## src/rtl/audio_pkg.sv

```systemverilog
// Shared constants, state encoding and frame-divider helper for the audio
// frame scheduler and its sample FIFO.
package audio_pkg;

    localparam int SAMPLE_W = 16;

    localparam logic [15:0] UNDERRUN_MAX = 16'hFFFF;

    typedef logic [2:0] state_t;

    localparam state_t ST_WAIT_CFG = 3'd0;
    localparam state_t ST_IDLE     = 3'd1;
    localparam state_t ST_LOAD     = 3'd2;
    localparam state_t ST_WR_L     = 3'd3;
    localparam state_t ST_WR_R     = 3'd4;

    function automatic int frame_div(input int clk_hz, input int fs_hz);
        return clk_hz / fs_hz;
    endfunction

endpackage

```

## src/rtl/audio_sample_fifo.sv

```systemverilog
// First-word fall-through sample FIFO: the head entry is always visible on
// rdata_o, and a simultaneous push and pop leaves the level unchanged.
module audio_sample_fifo #(
    parameter int SAMPLE_W   = 16,
    parameter int FIFO_DEPTH = 8
) (
    input  logic                          clk,
    input  logic                          reset_n,
    input  logic                          push_i,
    input  logic [SAMPLE_W-1:0]           wdata_i,
    input  logic                          pop_i,
    output logic [SAMPLE_W-1:0]           rdata_o,
    output logic [$clog2(FIFO_DEPTH):0]   level_o,
    output logic                          full_o,
    output logic                          empty_o
);

    localparam int AW = $clog2(FIFO_DEPTH);
    localparam int LW = AW + 1;

    if ((FIFO_DEPTH < 2) || ((FIFO_DEPTH & (FIFO_DEPTH - 1)) != 0)) begin : g_depth_check
        $error("FIFO_DEPTH must be a power of two and at least 2");
    end

    logic [SAMPLE_W-1:0] mem_q [FIFO_DEPTH];
    logic [AW-1:0]       wr_ptr_q, wr_ptr_d;
    logic [AW-1:0]       rd_ptr_q, rd_ptr_d;
    logic [LW-1:0]       level_q, level_d;
    logic                do_push, do_pop;

    assign full_o  = (level_q == LW'(FIFO_DEPTH));
    assign empty_o = (level_q == '0);
    assign level_o = level_q;
    assign rdata_o = mem_q[rd_ptr_q];

    assign do_push = push_i && !full_o;
    assign do_pop  = pop_i && !empty_o;

    // Pointers wrap for free because the depth is a power of two.
    always_comb begin
        wr_ptr_d = wr_ptr_q;
        rd_ptr_d = rd_ptr_q;
        level_d  = level_q;
        if (do_push) wr_ptr_d = wr_ptr_q + AW'(1);
        if (do_pop)  rd_ptr_d = rd_ptr_q + AW'(1);
        if (do_push && !do_pop)      level_d = level_q + LW'(1);
        else if (do_pop && !do_push) level_d = level_q - LW'(1);
    end

    always_ff @(posedge clk) begin
        if (!reset_n) begin
            wr_ptr_q <= '0;
            rd_ptr_q <= '0;
            level_q  <= '0;
        end else begin
            wr_ptr_q <= wr_ptr_d;
            rd_ptr_q <= rd_ptr_d;
            level_q  <= level_d;
        end
    end

    always_ff @(posedge clk) begin
        if (do_push) mem_q[wr_ptr_q] <= wdata_i;
    end

endmodule

```

## src/rtl/audio_frame_scheduler.sv

```systemverilog
// Paces buffered mono samples out at the codec frame rate, scaling each one
// and issuing a left/right load strobe pair to the sound driver per frame.
module audio_frame_scheduler #(
    parameter int CLK_HZ     = 24000000,
    parameter int FS_HZ      = 32000,
    parameter int SAMPLE_W   = audio_pkg::SAMPLE_W,
    parameter int FIFO_DEPTH = 8
) (
    input  logic                          clk,
    input  logic                          reset_n,
    input  logic                          cfg_done,
    input  logic                          in_valid,
    input  logic [SAMPLE_W-1:0]           in_sample,
    output logic                          in_ready,
    input  logic                          mute,
    input  logic [2:0]                    atten,
    output logic [SAMPLE_W-1:0]           write_data,
    output logic                          write_left,
    output logic                          write_right,
    output logic [$clog2(FIFO_DEPTH):0]   fifo_level,
    output logic [15:0]                   underrun_cnt
);

    import audio_pkg::*;

    localparam int FRAME_DIV = frame_div(CLK_HZ, FS_HZ);
    localparam int CW        = $clog2(FRAME_DIV);
    localparam logic [CW-1:0] CNT_LAST = CW'(FRAME_DIV - 1);

    if (FRAME_DIV < 4) begin : g_div_check
        $error("FRAME_DIV must be at least 4");
    end

    state_t                     state_q, state_d;
    logic [CW-1:0]              cnt_q, cnt_d;
    logic signed [SAMPLE_W-1:0] held_q, held_d;
    logic signed [SAMPLE_W-1:0] scaled;
    logic [SAMPLE_W-1:0]        wdata_q, wdata_d;
    logic [15:0]                underrun_q, underrun_d;
    logic [SAMPLE_W-1:0]        fifo_rdata;
    logic                       fifo_full, fifo_empty;
    logic                       tick, fifo_pop;

    audio_sample_fifo #(
        .SAMPLE_W   (SAMPLE_W),
        .FIFO_DEPTH (FIFO_DEPTH)
    ) u_fifo (
        .clk     (clk),
        .reset_n (reset_n),
        .push_i  (in_valid),
        .wdata_i (in_sample),
        .pop_i   (fifo_pop),
        .rdata_o (fifo_rdata),
        .level_o (fifo_level),
        .full_o  (fifo_full),
        .empty_o (fifo_empty)
    );

    assign in_ready = !fifo_full;

    // The strobe states are only ever reached from IDLE on a tick, so the
    // tick can be qualified by IDLE alone without losing any frame.
    assign tick     = (state_q == ST_IDLE) && (cnt_q == CNT_LAST);
    assign fifo_pop = tick && !fifo_empty;
    assign scaled   = held_q >>> atten;

    always_comb begin
        state_d    = state_q;
        cnt_d      = cnt_q;
        held_d     = held_q;
        wdata_d    = wdata_q;
        underrun_d = underrun_q;

        if (state_q != ST_WAIT_CFG) cnt_d = (cnt_q == CNT_LAST) ? '0 : cnt_q + CW'(1);

        case (state_q)
            ST_WAIT_CFG: if (cfg_done) state_d = ST_IDLE;
            ST_IDLE: begin
                if (tick) begin
                    if (!fifo_empty)                     held_d     = fifo_rdata;
                    else if (underrun_q != UNDERRUN_MAX) underrun_d = underrun_q + 16'd1;
                    state_d = ST_LOAD;
                end
            end
            ST_LOAD: begin
                wdata_d = mute ? '0 : scaled;
                state_d = ST_WR_L;
            end
            ST_WR_L: state_d = ST_WR_R;
            ST_WR_R: state_d = ST_IDLE;
            default: state_d = ST_WAIT_CFG;
        endcase
    end

    always_ff @(posedge clk) begin
        if (!reset_n) begin
            state_q    <= ST_WAIT_CFG;
            cnt_q      <= '0;
            held_q     <= '0;
            wdata_q    <= '0;
            underrun_q <= '0;
        end else begin
            state_q    <= state_d;
            cnt_q      <= cnt_d;
            held_q     <= held_d;
            wdata_q    <= wdata_d;
            underrun_q <= underrun_d;
        end
    end

    assign write_data   = wdata_q;
    assign write_left   = (state_q == ST_WR_L);
    assign write_right  = (state_q == ST_WR_R);
    assign underrun_cnt = underrun_q;

endmodule

```

## config.mk

```make
export PLATFORM = sky130hd
export DESIGN_NAME = audio_frame_scheduler
export DESIGN_NICKNAME = d
export VERILOG_FILES = /design/src/rtl/audio_pkg.sv /design/src/rtl/audio_sample_fifo.sv /design/src/rtl/audio_frame_scheduler.sv
export SDC_FILE = /design/constraint.sdc
export NUM_CORES = 1
export LEC_CHECK = 0
export ABC_AREA = 1
export CORE_ASPECT_RATIO = 0.75
export CORE_UTILIZATION = 63
export DETAILED_ROUTE_END_ITERATION = 7
export PLACE_DENSITY_LB_ADDON = 0.1
export SLEW_MARGIN = 5
export SYNTH_ARGS = -nofsm -noshare
export SYNTH_HDL_FRONTEND = slang
export SYNTH_SLANG_ARGS = --single-unit
```

## constraint.sdc

```tcl
create_clock -name clk -period 5.3 [get_ports clk]
set_clock_uncertainty 0.05 [all_clocks]
set_input_delay 1.06 -clock clk [delete_from_list [all_inputs] [get_ports clk]]
set_output_delay 1.06 -clock clk [all_outputs]
set_load 0.01 [all_outputs]
```

==> flow_summary.toml <==
[floorplan]
die-area_um2 = 14630
initial_core_util_pct = 64.81
dieWidth_um = 139.3
core_area_um2 = 13750
row_count = 37
die_h_um = 105.0
ios = 63

[synth]
yosys_most_used_dff = "edfxtp_1"
synth_top_cell_area_share_pct = 43.13
synth.distinct_cells = 37
yosys_warnings = 0
seq_area_frac_synth_pct = 59.08
synth-seq-cells = 199
yosysTopAreaCell = "edfxtp_1"
syn_avg_cell_area_um2 = 9.121
synth_edf_count = 128
synth_nets = 1010
synth_area_leaders = "edfxtp_1 (43%), dfxtp_1 (16%), nand2_1 (10%), nor2_1 (6.7%), o21ai_0 (4.9%)"
async_flop_share_pct = 0
netlist_instances = 977
synth_area_um2 = 8911

[run]
maxCapViolCount = 0

[timing]
tns_ns = 0
finalSetupViolCount = 0
holdWs_ns = 0.4141
min_period_over_period_pct = 52.20
rsz0062_at_grt = "false"
hold_viol_final = 0
tightest_slew_ns = 1.073
relSlewSlack_pct = 28.38
fmax_mhz = 361.5
timing.final.max_slew_violations = 0
fin_crit_ns = 2.767

[clocking]
clk_pin_slew_ns = 0.07
root_buffer = "clkbuf_16"
cts.sinks = 199
htree_levels = 4
cts_hold_buf = 0
numCtsBuffers = 17
clock_latency_ns = 0.43
post_cts_resize_count = 0
cts.path.max_buffers = 2
tritoncts = "yes"
post_cts_buffers = 0

[drt]
ant_nets = 0
first_iter_violations = 664
wl_per_cell_um = 15.48
drcViolationCount = 0
num_vias = 6763
drt_first_pass_iters = 5
wl_um = 18800
via_per_inst = 5.571

[critical_path]
crit_fanout = 5
endpoint_kind = "output port"
arrival_ns = 1.66
crit_type = "flip-flop to output port"
required_ns = 4.19
startpoint_type = "flip-flop"

[placed_design]
routabilityCongestion = 0.8844
io_buffers = 62
post-dp-hpwl_um = 11600

[global_route]
grt_pass1_wl_um = 30770
grtUsageTotal_pct = 27.53
grt_max_degree = 67
overflow = 0
grt_pass1_vias = 6153
grt_antenna_before_repair = 0

[cells_and_area]
drive_gt1_share_pct = 6.833
nNetsFinal = 1059
area_growth_pct = 14.08
num_antenna_cells = 0

[worst_hold_path]
hold_path_class = "flip-flop to flip-flop"

[power]
p_per_area_nw_per_um2 = 313.2
peakVddDrop_mv = 0.2597
p_leak_uw = 0.003883

[run_status]
status = "complete, no violations"
==> stage by stage <==
step | utilization (%) | cell area [µm²] | instances | total power, µW | setup slack, ns
floorplan | - | 8911 | 977 | 1893 | 2.784
global placement | 69.82 | 9599 | 1182 | 1979 | 2.265
finish | 73.94 | 10170 | 1214 | 3184 | 2.533
detailed placement | 69.82 | 9599 | 1182 | 1981 | 2.189
CTS | 73.94 | 10170 | 1214 | 3194 | 2.508
global route | 73.94 | 10170 | 1214 | 3297 | 2.386
==> power breakdown <==
part           internal (µW)  leakage [µW]  switching (µW)
clock network            664      0.000266             571
logic                   81.0       0.00188             146
registers               1700       0.00174            23.8
==> synth_stat cells, types with 7 or more instances <==
| master | number |
|---|---|
| a21oi_1 | 31 |
| buf_2 | 11 |
| buf_4 | 8 |
| clkbuf_1 | 18 |
| dfxtp_1 | 71 |
| edfxtp_1 | 128 |
| ha_1 | 8 |
| inv_1 | 62 |
| inv_2 | 7 |
| mux2i_1 | 7 |
| nand2_1 | 237 |
| nand3_1 | 40 |
| nor2_1 | 159 |
| nor2_2 | 7 |
| nor3_1 | 10 |
| o21ai_0 | 87 |
| o22ai_1 | 31 |
| xor2_1 | 14 |
==> critical path, cell delays in order, from the launching register on <==
cell             delay, ns
dfxtp_1               0.41
inv_2                 0.09
nor3_1                0.17
clkdlybuf4s50_1       0.56
==> final timing paths <==
check                           slack (ns)  depth (start not counted)                        from                              to
worst min-delay path                  0.41                          2  write_data[2]$_SDFFE_PN0P_      write_data[2]$_SDFFE_PN0P_
worst max-delay path                  2.53                          3     state_q[0]$_SDFFE_PN0P_                      write_left
worst max register to register        2.66                         15       cnt_q[1]$_SDFFE_PN0N_  u_fifo.level_o[3]$_SDFFE_PN0P_
worst min register to register        0.41                          2  write_data[2]$_SDFFE_PN0P_      write_data[2]$_SDFFE_PN0P_
==> sequential cells by signal (all words and copies together) (netlist names) <==
name             cells
held_q              16
cnt_q               10
u_fifo.mem_q       128
u_fifo.level_o       4
u_fifo.rd_ptr_q      3
state_q              3
u_fifo.wr_ptr_q      3
underrun_cnt        16
write_data          16
==> area by class of cell <==
cell class | instances | area [µm²]
Clock buffer | 19 | 442.9
Clock inverter | 13 | 123.9
Fill cell | 1038 | 3583
Inverter | 70 | 262.8
Multi-Input combinational cell | 665 | 3148
Sequential cell | 199 | 5266
Tap cell | 175 | 219.0
Timing Repair Buffer | 73 | 703.2
==> routing by layer <==
metal	global-route usage [%]	vias up	part of all wire, %
met5	0	-	0
met3	5.912	18	6.7
met2	41.56	236	45
met4	8.730	0	1.1
li1	-	3361	-
met1	39.81	3148	47
==> placed cells by master (no fill, tap or decap), drive strengths merged, types with 2 or more instances in the layout <==
master / netlist / final
nand3: 46 / 46
edfxtp: 128 / 128
mux2i: 7 / 7
buf: 25 / 11
clkdlybuf4s50: 0 / 62
o211ai: 4 / 4
nand4: 6 / 6
nand2: 240 / 240
nor4: 2 / 2
xnor2: 2 / 2
o22ai: 31 / 31
nor3: 11 / 11
nor2: 169 / 169
a21oi: 31 / 31
xor2: 14 / 14
clkbuf: 18 / 19
clkinv: 1 / 7
ha: 8 / 8
inv: 69 / 71
dfxtp: 71 / 71
clkinvlp: 0 / 4
o21ai: 89 / 89
==> cell families (layout without fill, tap and decap cells) <==
logic type / after synthesis / count (layout) / synth area share (%)
xor+xnor: 16 / 16 / 1.573
fa+ha+maj: 9 / 9 / 1.348
flops: 199 / 199 / 59.08
compound gates: 157 / 157 / 9.422
simple gates: 476 / 476 / 22.20
mux: 7 / 7 / 0.7863
buf+inv: 113 / 175 / 5.588
Note: power is estimated with default switching activity, not from simulation.
